==> src/rtl/sdx_kernel_ctrl_mc.sv <==
// Kernel control sequencer: turns one ap_start into a single multi-channel run and gathers the channels' done pulses.
// Defining SDX_KERNEL_CTRL_PERF_CNT_EN adds a run-length cycle counter on perf_cycles.
module sdx_kernel_ctrl_mc #(
    parameter int C_NUM_CHANNELS    = 4,
    parameter int C_XFER_SIZE_WIDTH = 32,
    parameter int C_TIMEOUT_WIDTH   = 32
) (
    input  logic                         ap_clk,
    input  logic                         areset,
    input  logic                         ap_start,
    output logic                         ap_idle,
    output logic                         ap_done,
    output logic                         ap_ready,
    output logic                         ap_error,
    input  logic [C_NUM_CHANNELS-1:0]    ctrl_ch_enable,
    input  logic [C_XFER_SIZE_WIDTH-1:0] ctrl_xfer_size_in_bytes,
    input  logic [C_TIMEOUT_WIDTH-1:0]   ctrl_timeout_cycles,
    output logic [C_NUM_CHANNELS-1:0]    ch_start,
    output logic [C_XFER_SIZE_WIDTH-1:0] ch_xfer_size,
    input  logic [C_NUM_CHANNELS-1:0]    ch_done,
    output logic [C_NUM_CHANNELS-1:0]    ch_done_status,
    output logic [31:0]                  perf_cycles
);
    localparam logic [C_TIMEOUT_WIDTH-1:0] WDOG_ONE = C_TIMEOUT_WIDTH'(1);

    typedef enum logic [1:0] {
        S_IDLE,
        S_START,
        S_RUN,
        S_DONE
    } state_t;

    state_t                      state;
    state_t                      state_next;
    logic                        ap_start_r;
    logic                        start_pulse;
    logic                        accept;
    logic                        run_timeout;
    logic                        timeout_hit;
    logic [C_NUM_CHANNELS-1:0]   mask_r;
    logic [C_NUM_CHANNELS-1:0]   status_upd;
    logic [C_TIMEOUT_WIDTH-1:0]  wdog;
    logic [C_TIMEOUT_WIDTH-1:0]  timeout_last;

    function automatic logic [C_TIMEOUT_WIDTH-1:0] wdog_sat_inc(input logic [C_TIMEOUT_WIDTH-1:0] v);
        return (v == '1) ? v : v + WDOG_ONE;
    endfunction

    assign start_pulse  = ap_start & ~ap_start_r;
    assign accept       = (state == S_IDLE) && start_pulse;
    // Out-of-mask done pulses never reach the status register.
    assign status_upd   = ch_done_status | (ch_done & mask_r);
    assign timeout_last = ctrl_timeout_cycles - WDOG_ONE;
    assign timeout_hit  = (ctrl_timeout_cycles != '0) && (wdog == timeout_last);

    always_ff @(posedge ap_clk) begin
        if (areset) begin
            state <= S_IDLE;
        end else begin
            state <= state_next;
        end
    end

    always_comb begin
        state_next  = state;
        run_timeout = 1'b0;
        case (state)
            S_IDLE: begin
                if (start_pulse) begin
                    state_next = (ctrl_ch_enable == '0) ? S_DONE : S_START;
                end
            end
            S_START: state_next = S_RUN;
            S_RUN: begin
                // Completion takes priority over a watchdog expiry in the same cycle.
                if (status_upd == mask_r) begin
                    state_next = S_DONE;
                end else if (timeout_hit) begin
                    run_timeout = 1'b1;
                    state_next  = S_DONE;
                end
            end
            S_DONE:  state_next = S_IDLE;
            default: state_next = S_IDLE;
        endcase
    end

    always_ff @(posedge ap_clk) begin
        if (areset) begin
            ap_start_r     <= 1'b0;
            ap_idle        <= 1'b1;
            ap_done        <= 1'b0;
            ap_ready       <= 1'b0;
            ap_error       <= 1'b0;
            ch_start       <= '0;
            mask_r         <= '0;
            ch_xfer_size   <= '0;
            ch_done_status <= '0;
            wdog           <= '0;
        end else begin
            ap_start_r <= ap_start;
            ap_idle    <= (state_next == S_IDLE);
            ap_done    <= (state_next == S_DONE);
            ap_ready   <= (state_next == S_DONE);
            ch_start   <= accept ? ctrl_ch_enable : '0;

            if (accept) begin
                mask_r         <= ctrl_ch_enable;
                ch_xfer_size   <= ctrl_xfer_size_in_bytes;
                ch_done_status <= '0;
                ap_error       <= 1'b0;
            end else if ((state == S_START) || (state == S_RUN)) begin
                ch_done_status <= status_upd;
            end

            if (run_timeout) begin
                ap_error <= 1'b1;
            end

            if (state == S_START) begin
                wdog <= '0;
            end else if (state == S_RUN) begin
                wdog <= wdog_sat_inc(wdog);
            end
        end
    end

`ifdef SDX_KERNEL_CTRL_PERF_CNT_EN
    logic [31:0] perf_cnt;

    function automatic logic [31:0] perf_sat_inc(input logic [31:0] v);
        return (v == 32'hFFFF_FFFF) ? v : v + 32'd1;
    endfunction

    // perf_cnt holds the number of run cycles so far including the current one; the
    // DONE cycle is added when the result is captured so it is visible during DONE.
    always_ff @(posedge ap_clk) begin
        if (areset) begin
            perf_cnt    <= '0;
            perf_cycles <= '0;
        end else begin
            if (accept && (state_next == S_START)) begin
                perf_cnt <= 32'd1;
            end else if (state != S_IDLE) begin
                perf_cnt <= perf_sat_inc(perf_cnt);
            end

            if (state_next == S_DONE) begin
                perf_cycles <= (state == S_IDLE) ? 32'd1 : perf_sat_inc(perf_cnt);
            end
        end
    end
`else
    assign perf_cycles = '0;
`endif

endmodule

==> config.mk <==
export PLATFORM = sky130hd
export DESIGN_NAME = sdx_kernel_ctrl_mc
export DESIGN_NICKNAME = d
export VERILOG_FILES = /design/src/rtl/sdx_kernel_ctrl_mc.sv
export SDC_FILE = /design/constraint.sdc
export NUM_CORES = 1
export LEC_CHECK = 0
export BUFFER_PORTS_ARGS = -buffer_cell sky130_fd_sc_hd__buf_4
export CAP_MARGIN = 25
export CORE_MARGIN = 1.5
export CORE_UTILIZATION = 51
export CTS_CLUSTER_SIZE = 8
export DETAILED_ROUTE_END_ITERATION = 8
export MAX_ROUTING_LAYER = met4
export PLACE_DENSITY_LB_ADDON = 0.15
export SYNTH_ARGS = -nofsm -noshare
export SYNTH_HDL_FRONTEND = slang
export SYNTH_SLANG_ARGS = --single-unit
==> constraint.sdc <==
create_clock -name ap_clk -period 4.1 [get_ports ap_clk]
set_clock_uncertainty 0.1 [all_clocks]
set_input_delay 0.82 -clock ap_clk [delete_from_list [all_inputs] [get_ports ap_clk]]
set_output_delay 0.82 -clock ap_clk [all_outputs]
set_load 0.02 [all_outputs]
# ---- Word level (Yosys, flattened, before mapping)
# Cells that the tools add are included.
dict set report word_totals {
  input_bits 75
  reg_bits 82
  out_inout_bits 76
  elab_cells 47
}
dict set report op_classes {
  reduce_logical 12
  n_eq_ne 7
  mux 10
  add_sub_neg 2
  bitwise 6
}
# operator n
set op_table {}
lappend op_table {{adder 32 x 1 -> 32 bit, second input constant} 1}
lappend op_table {{== test 32 bit} 1}
lappend op_table {{== test 32 bit, second input constant} 1}
lappend op_table {{nonzero test 32 bit} 1}
lappend op_table {{subtractor 32 x 1 -> 32 bit, second input constant} 1}
lappend op_table {{two-way mux 2 bit} 4}
lappend op_table {{one-hot mux 2 bit (4 select lines)} 1}
lappend op_table {{== test 2 bit, second input constant} 3}
lappend op_table {{OR reduction 2 bit} 3}
lappend op_table {{two-way mux 1 bit} 5}
lappend op_table {{AND 4 bit} 1}
lappend op_table {{== test 4 bit} 1}
lappend op_table {{logical NOT 2 bit} 2}
lappend op_table {{logical NOT 4 bit} 1}
lappend op_table {{bitwise OR 4 bit} 1}
lappend op_table {{NOT 1 bit} 3}
lappend op_table {{== test 2 x 1 -> 1 bit, second input constant} 1}
lappend op_table {{logical AND 1 bit} 2}
lappend op_table {{AND reduction 2 bit} 1}
lappend op_table {{nonzero test 2 bit} 1}
lappend op_table {{AND 1 bit} 1}
lappend op_table {{logical OR 1 bit} 1}

# ---- Depth between registers and ports, before layout
# Gate-level depths: netlist of the first run.
dict set report depth {
  word_depth 7
  depth_mapped 11
  depth_no_buf 10
}

# ---- Worst setup path before layout of the first run
# No wires, ideal clock.
dict set report synth_timing {
  kind {input-to-reg}
  start {in ctrl_timeout_cycles[0]}
  end {reg ap_idle}
  setup_time_ns 0.115
  path_buffers 1
  t_arrival_ns 3.227
  setup_slack_ns 0.659
  stages 11
  t_required_ns 3.885
  cell_sequence {inv_1 > ha_1 > or4b_1 > clkbuf_1 > nor3_2 > nand2_1 > xnor2_1 > or4b_1 > nor4_1 > nand4_1 > o21a_1}
}
dict set report synth_via {
  elab_chain_len 7
}
# element line_no
set synth_rtl {}
lappend synth_rtl {{start: declaration} 17} ;# input logic [C_TIMEOUT_WIDTH-1:0] ctrl_timeout_cycles,
lappend synth_rtl {{subtractor 32 x 1 -> 32 bit} 53} ;# assign timeout_last = ctrl_timeout_cycles - WDOG_ONE;
lappend synth_rtl {{== test 32 bit} 54} ;# assign timeout_hit = (ctrl_timeout_cycles != '0) && (wdog == timeout_last);
lappend synth_rtl {{logical AND 1 bit *} 54}
lappend synth_rtl {{two-way mux 2 bit *} 78} ;# end else if (timeout_hit) begin
lappend synth_rtl {{two-way mux 2 bit *} 76} ;# if (status_upd == mask_r) begin
lappend synth_rtl {{one-hot mux 2 bit (4 select lines) *} 67} ;# case (state)
lappend synth_rtl {{logical NOT 2 bit *} 102} ;# ap_idle <= (state_next == S_IDLE);
lappend synth_rtl {{end signal: assignment} 102}
lappend synth_rtl {{end: declaration} 11} ;# output logic ap_idle,
# Every way passes the cells marked *; elsewhere a longest branch is shown, timed or not.
# A chain may end at the register's enable or synchronous reset.

# ---- Worst setup path in the final report of the first run
# Ends and elaborated chain as after synthesis.

==> results of run 1 <==
## per-layer routing
layer	global-route usage	up-vias
met5	-	-
met4	0.0858	0
met3	0.0453	18
met2	0.406	155
met1	0.312	1950
li1	-	2008
## path summary, 6_finish.rpt
path,cells after the start,from,end
worst max-delay path,11,ctrl_timeout_cycles[0],ap_idle
worst min-delay path,1,ch_xfer_size[24],ch_xfer_size[24]
worst max register to register,7,wdog[9],wdog[30]
worst min register to register,1,ch_xfer_size[24],ch_xfer_size[24]
## cells by family after synthesis
kind of cell,share of synthesized area
buffers and inverters,0.0791
multiplexers,0.00664
AND/OR/NAND/NOR,0.256
XOR/XNOR,0.149
AO/OA/AOI/OAI,0.126
flip-flops,0.363
adder cells (fa/ha/maj),0.0194
other,0.000829
## layout by cell type (no fill, tap or decap), drive strengths merged, types with 3 or more instances in the layout
cell type,n
or3,11
dfxtp,82
nor3b,5
nand3,25
nor2,57
ha,7
xor2,37
o21ai,9
nand2b,3
nand4b,3
mux2i,3
a22o,32
xnor2,40
nand4,24
buf,122
clkbuf,11
a31oi,5
and4,7
nand2,20
a21oi,10
nor3,18
nor4,9
inv,12
a21o,6
and3,4
or4,6
conb,32
and2,5
## through the flow
step | utilization | hold WS (ns) | instance area, µm²
finish | 0.645 | 0.385 | 5570
global route | 0.645 | 0.403 | 5570
CTS | 0.645 | 0.385 | 5570
detailed placement | 0.623 | 0.358 | 5380
global placement | 0.623 | 0.357 | 5380
floorplan | - | 0.371 | 4640
## where the power goes
| part | internal (µW) | switching (µW) |
|---|---|---|
| logic | 253 | 352 |
| registers | 875 | 57.4 |
| clock network | 280 | 278 |
## critical path, delay by kind of cell
family,cells,cell delay [ns]
compound gates,1,0.21
xor+xnor,1,0.15
fa+ha+maj,1,0.21
buf+inv,2,0.19
simple gates,6,1.87
## layout make-up
class	instances	share of cell area
Multi-Input combinational cell	402	0.475
Clock buffer	11	0.0236
Timing Repair Buffer	122	0.164
Sequential cell	82	0.295
Tap cell	108	0.0243
Inverter	12	0.00809
Clock inverter	5	0.00989
## registers in the layout (all words and copies together) (netlist names)
signal,flops
ch_xfer_size,32
wdog,32
ch_done_status,4
ch_start,4
mask_r,4
state,2
ap_error,1
ap_idle,1
ap_ready,1
ap_start_r,1
==> flow_metrics.py, run 1 <==
metrics = {
    "logic_synthesis": {
        "synth_seq_area_share": 0.363,
        "synth_cell_types": 53,
        "netlist_area_um2": 4520,
        "synth.most_common_cell": "dfxtp_1",
        "synth_edf_count": 0,
        "async_reset_ff_frac": 0,
        "synthFlopType": "dfxtp_1",
        "synth_area_leader_cell": "dfxtp_1",
        "synth_common_cells": "82 x dfxtp_1, 57 x nor2_1, 40 x xnor2_1, 37 x xor2_1, 33 x buf_4",
        "ys_top_cells_by_area": "dfxtp_1 36%, xnor2_1 7.7%, xor2_1 7.2%, a22o_1 6.2%, buf_4 5.5%",
        "syn_area_per_cell_um2": 8.81,
        "yosysWarnings": 0,
        "synth_top_area_frac": 0.363,
        "syn_inst": 513,
        "synth-seq-cells": 82,
    },
    "placement": {
        "hpwl_mm": 8.83,
        "place_inst": 726,
        "gp_congestion": 0.945,
        "io_buffers": 118,
        "pre_cts_ws_ns": 0.474,
    },
    "grt": {
        "grt_pass1_wl_mm": 19.0,
        "grt_use_total": 0.249,
        "grt_pass1_vias": 4117,
        "grt-ovfl-total": 0,
        "grt_max_degree": 37,
        "grt_antenna_before_repair": 0,
    },
    "power_and_ir_drop": {
        "peakVddDrop_uv": 264,
        "p_per_area_nw_per_um2": 376,
        "power_uw": 2100,
        "p_leak_uw": 0.00229,
    },
    "floorplan": {
        "fp.dieH_um": 97.2,
        "die_x_um": 97.2,
        "ios": 151,
        "core_area_um2": 8640,
        "num_rows": 34,
        "die_area_um2": 9440,
        "start_util": 0.524,
    },
    "detailed_routing": {
        "ant_nets": 0,
        "wire_per_inst_um": 15.3,
        "drt_wl_total_mm": 11.4,
        "routed_via_density": 5.57,
        "firstDrtPassIters": 4,
        "vias": 4131,
        "dr_wl_met3_um": 704,
        "wl_met1_mm": 5.08,
        "drc": 0,
        "highest_layer": "met4",
        "drt_iter0_drc": 176,
        "wl_met2_mm": 5.36,
    },
    "flow_run": {
        "maxCapViolations": 0,
    },
    "worst_setup_path": {
        "cp_common_cell": "or4b_1",
        "startpoint_type": "input port",
        "crit_arrival_ns": 3.46,
        "critPathMaxFanout": 7,
        "crit_path_end_kind": "flip-flop",
        "ff2ff_setup_slack_ns": 1.30,
        "required_ns": 4.23,
        "slowest_delay_ns": 0.60,
        "slowest_stage": "or4b_1",
        "crit_type": "in -> reg",
        "cp_cell_sequence": "buf_4 > inv_1 > ha_1 > or4b_1 > nor3_2 > nand2_1 > xnor2_1 > or4b_1 > nor4_1 > nand4_1 > o21a_1",
    },
    "sta": {
        "drv_slew": 0,
        "timing.final.hold_violations": 0,
        "final.min_clock_period_ns": 3.33,
        "slew_headroom": 0.496,
        "timing.fmax_ghz": 0.300,
        "rsz0062_at_grt": "no",
        "max_slew.worst_pin.slew_ns": 0.756,
        "fin_ws_ns": 0.771,
        "post-route-period-util": 0.812,
        "finalSetupTns_ns": 0,
        "setup_violations": 0,
    },
    "final_layout": {
        "syn_to_final_growth_pct": 23.2,
        "final_nets": 711,
        "fill_cells": 778,
        "n_antenna_cell": 0,
        "seqCellArea_um2": 1640,
        "drive_gt1_frac": 0.238,
        "stdcell_count": 742,
        "multi_input_area_um2": 2650,
    },
    "cts": {
        "cts_sinks": 82,
        "clk_pin_slew_worst_paths_ns": 0.08,
        "cts_buffer_depth": 2,
        "root_buffer": "clkbuf_8",
        "hold_buffers": 0,
        "numCtsBuffers": 9,
        "cts_setup_buffers": 0,
        "worstSkewPairLatency_ns": 0.33,
        "cts_tree": "built",
        "htreeDepth": 3,
        "cts-resized-gates": 0,
    },
    "outcome": {
        "run_status": "finished, final reports clean",
    },
    "worst_hold_path": {
        "worst_hold_path_type": "reg -> reg",
    },
}
Power figures use the tool's default switching activity.
==> run 2, diff against run 1 <==
--- a/config.mk
+++ b/config.mk
@@ -8,7 +8,7 @@
 export BUFFER_PORTS_ARGS = -buffer_cell sky130_fd_sc_hd__buf_4
 export CAP_MARGIN = 25
 export CORE_MARGIN = 1.5
-export CORE_UTILIZATION = 51
+export CORE_UTILIZATION = 46
 export CTS_CLUSTER_SIZE = 8
 export DETAILED_ROUTE_END_ITERATION = 8
 export MAX_ROUTING_LAYER = met4
==> constraint.sdc (replaced) <==
create_clock -name ap_clk -period 3 [get_ports ap_clk]
set_clock_uncertainty 0.1 [all_clocks]
set_input_delay 0.6 -clock ap_clk [delete_from_list [all_inputs] [get_ports ap_clk]]
set_output_delay 0.6 -clock ap_clk [all_outputs]
set_load 0.02 [all_outputs]
==> run 2 against run 1 <==
Register-to-register slack lost 0.96 ns. Sequential power grew 36%. Worst setup slack lost 0.62 ns. Hold slack lost 0.024 ns. Highest routed layer unchanged.
==> flow_metrics.py, run 2 (synthesis gave the netlist of run 1 again) <==
metrics = {
    "worst_setup_path": {
        "crit_type": "in -> reg",
        "crit_path_end_kind": "flip-flop",
        "crit_arrival_ns": 3.02,
        "cp.buffers_inverters": 3,
        "critPathMaxFanout": 6,
        "cp_common_cell": "buf_4",
        "crit_family": "simple AND/OR/NAND/NOR gates",
        "startpoint_type": "input port",
        "slowest_stage": "or4b_4",
        "required_ns": 3.16,
        "cp_cell_sequence": "buf_4 > inv_12 > ha_4 > or4b_4 > nor3_4 > buf_4 > nor3b_1 > xnor2_1 > nand2_1 > nor4_2 > nand4_2 > a211oi_2",
        "slowest_delay_ns": 0.48,
    },
    "sta": {
        "final.min_clock_period_ns": 2.85,
        "setup_violations": 0,
        "slew_headroom": 0.413,
        "drv_slew": 0,
        "timing.final.hold_violations": 0,
        "rsz0062_at_grt": "no",
        "max_slew.worst_pin.slew_ns": 0.881,
        "post-route-period-util": 0.951,
        "timing.fmax_ghz": 0.350,
    },
    "detailed_routing": {
        "ant_nets": 0,
        "vias": 4228,
        "drc": 0,
        "firstDrtPassIters": 4,
        "routed_via_density": 5.29,
        "drt_iter0_drc": 206,
        "drt_wl_total_mm": 11.4,
        "wire_per_inst_um": 14.2,
    },
    "placement": {
        "dpl_cell_area_um2": 5700,
        "gp_congestion": 0.844,
        "hpwl_mm": 8.97,
        "io_buffers": 118,
    },
    "final_layout": {
        "syn_to_final_growth_pct": 31.5,
        "drive_gt1_frac": 0.286,
        "final_nets": 744,
        "n_antenna_cell": 0,
        "final_area_um2": 5940,
        "final_common_cell": "buf_4",
        "largest_registers": "ch_xfer_size x32, wdog x32",
        "mostFrequentLayoutCells": "155 x buf_4, 82 x dfxtp_1, 56 x nor2_1, 40 x xnor2_1, 37 x xor2_1",
    },
    "power_and_ir_drop": {
        "peakVddDrop_uv": 387,
        "p_leak_uw": 0.00249,
        "power_uw": 3050,
        "p_per_area_nw_per_um2": 513,
    },
    "floorplan": {
        "ios": 151,
        "start_util": 0.469,
        "die_area_um2": 10400,
        "fp.dieH_um": 102,
        "die_x_um": 102,
        "core_area_um2": 9640,
        "num_rows": 36,
    },
    "cts": {
        "clk_pin_slew_worst_paths_ns": 0.09,
        "numCtsBuffers": 9,
        "cts_tree": "built",
        "root_buffer": "clkbuf_8",
        "cts_sinks": 82,
        "htreeDepth": 3,
        "cts_buffer_depth": 2,
        "cts_setup_buffers": 0,
        "worstSkewPairLatency_ns": 0.34,
    },
    "grt": {
        "grt_pass1_wl_mm": 18.2,
        "grt_antenna_before_repair": 0,
        "grt_pass1_vias": 3994,
        "grt-ovfl-total": 0,
        "grt_use_total": 0.228,
        "grt_max_degree": 37,
    },
    "flow_run": {
        "maxCapViolations": 0,
    },
    "outcome": {
        "run_status": "finished, final reports clean",
    },
    "worst_hold_path": {
        "worst_hold_path_type": "in -> reg",
    },
}
-- run 2: cell types whose count changed in the layout (fill, tap and decap cells not counted), moves of 2 or more --
| cell | change |
|---|---|
| clkbuf_1 | -2 |
| inv_1 | -2 |
| inv_6 | +2 |
| clkbuf_8 | +2 |
| buf_4 | +33 |
| clkinv_2 | -2 |
-- run 2: layer usage --
layer | wire (µm) | track usage | share of wire | vias to the layer above
met4 | 135 | 0.0653 | 0.012 | 0
met5 | 0 | - | 0 | -
li1 | - | - | - | 2079
met1 | 5240 | 0.287 | 0.46 | 1997
met3 | 567 | 0.0356 | 0.050 | 17
met2 | 5460 | 0.377 | 0.48 | 135
-- run 2: layout make-up --
cell class | instances | area (µm²)
Fill cell | 878 | 3690
Multi-Input combinational cell | 402 | 2670
Sequential cell | 82 | 1640
Timing Repair Buffer | 155 | 1160
Tap cell | 133 | 166
Clock buffer | 11 | 151
Clock inverter | 5 | 85.1
Inverter | 12 | 62.6
-- run 2: where the power goes --
group	leakage (µW)	internal [µW]	switching (µW)
sequential	0.000666	1200	78.5
clock	0.000116	519	401
combinational	0.00171	365	488
total	0.00249	2080	968
-- run 2: metrics by stage --
| step | hold slack, ns | utilization | cells | setup TNS, ns | setup slack (ns) |
|---|---|---|---|---|---|
| after global placement | 0.358 | 0.591 | 784 | -0.773 | -0.219 |
| after floorplan | 0.371 | - | 544 | -0.305 | -0.108 |
| after global routing | 0.349 | 0.617 | 800 | 0 | 0.0315 |
| after CTS | 0.352 | 0.616 | 800 | 0 | 0.0809 |
| final | 0.361 | 0.617 | 800 | 0 | 0.146 |
| after detailed placement | 0.357 | 0.591 | 784 | -1.01 | -0.265 |
-- run 2: path summary, 6_finish.rpt --
path                               startpoint               end  slack [ns]  depth (start not counted)
setup / recovery       ctrl_timeout_cycles[1]          ap_ready        0.15                         12
hold / removal    ctrl_xfer_size_in_bytes[18]  ch_xfer_size[18]        0.36                          2
setup reg to reg                     wdog[11]          wdog[11]        0.34                          8
hold reg to reg              ch_xfer_size[18]  ch_xfer_size[18]        0.38                          1
-- run 2: what timing repair did --
action | CTS | global route
hold buffers | 0 | 0
setup endpoints to repair | 0 | 3
resized for setup | 0 | 2
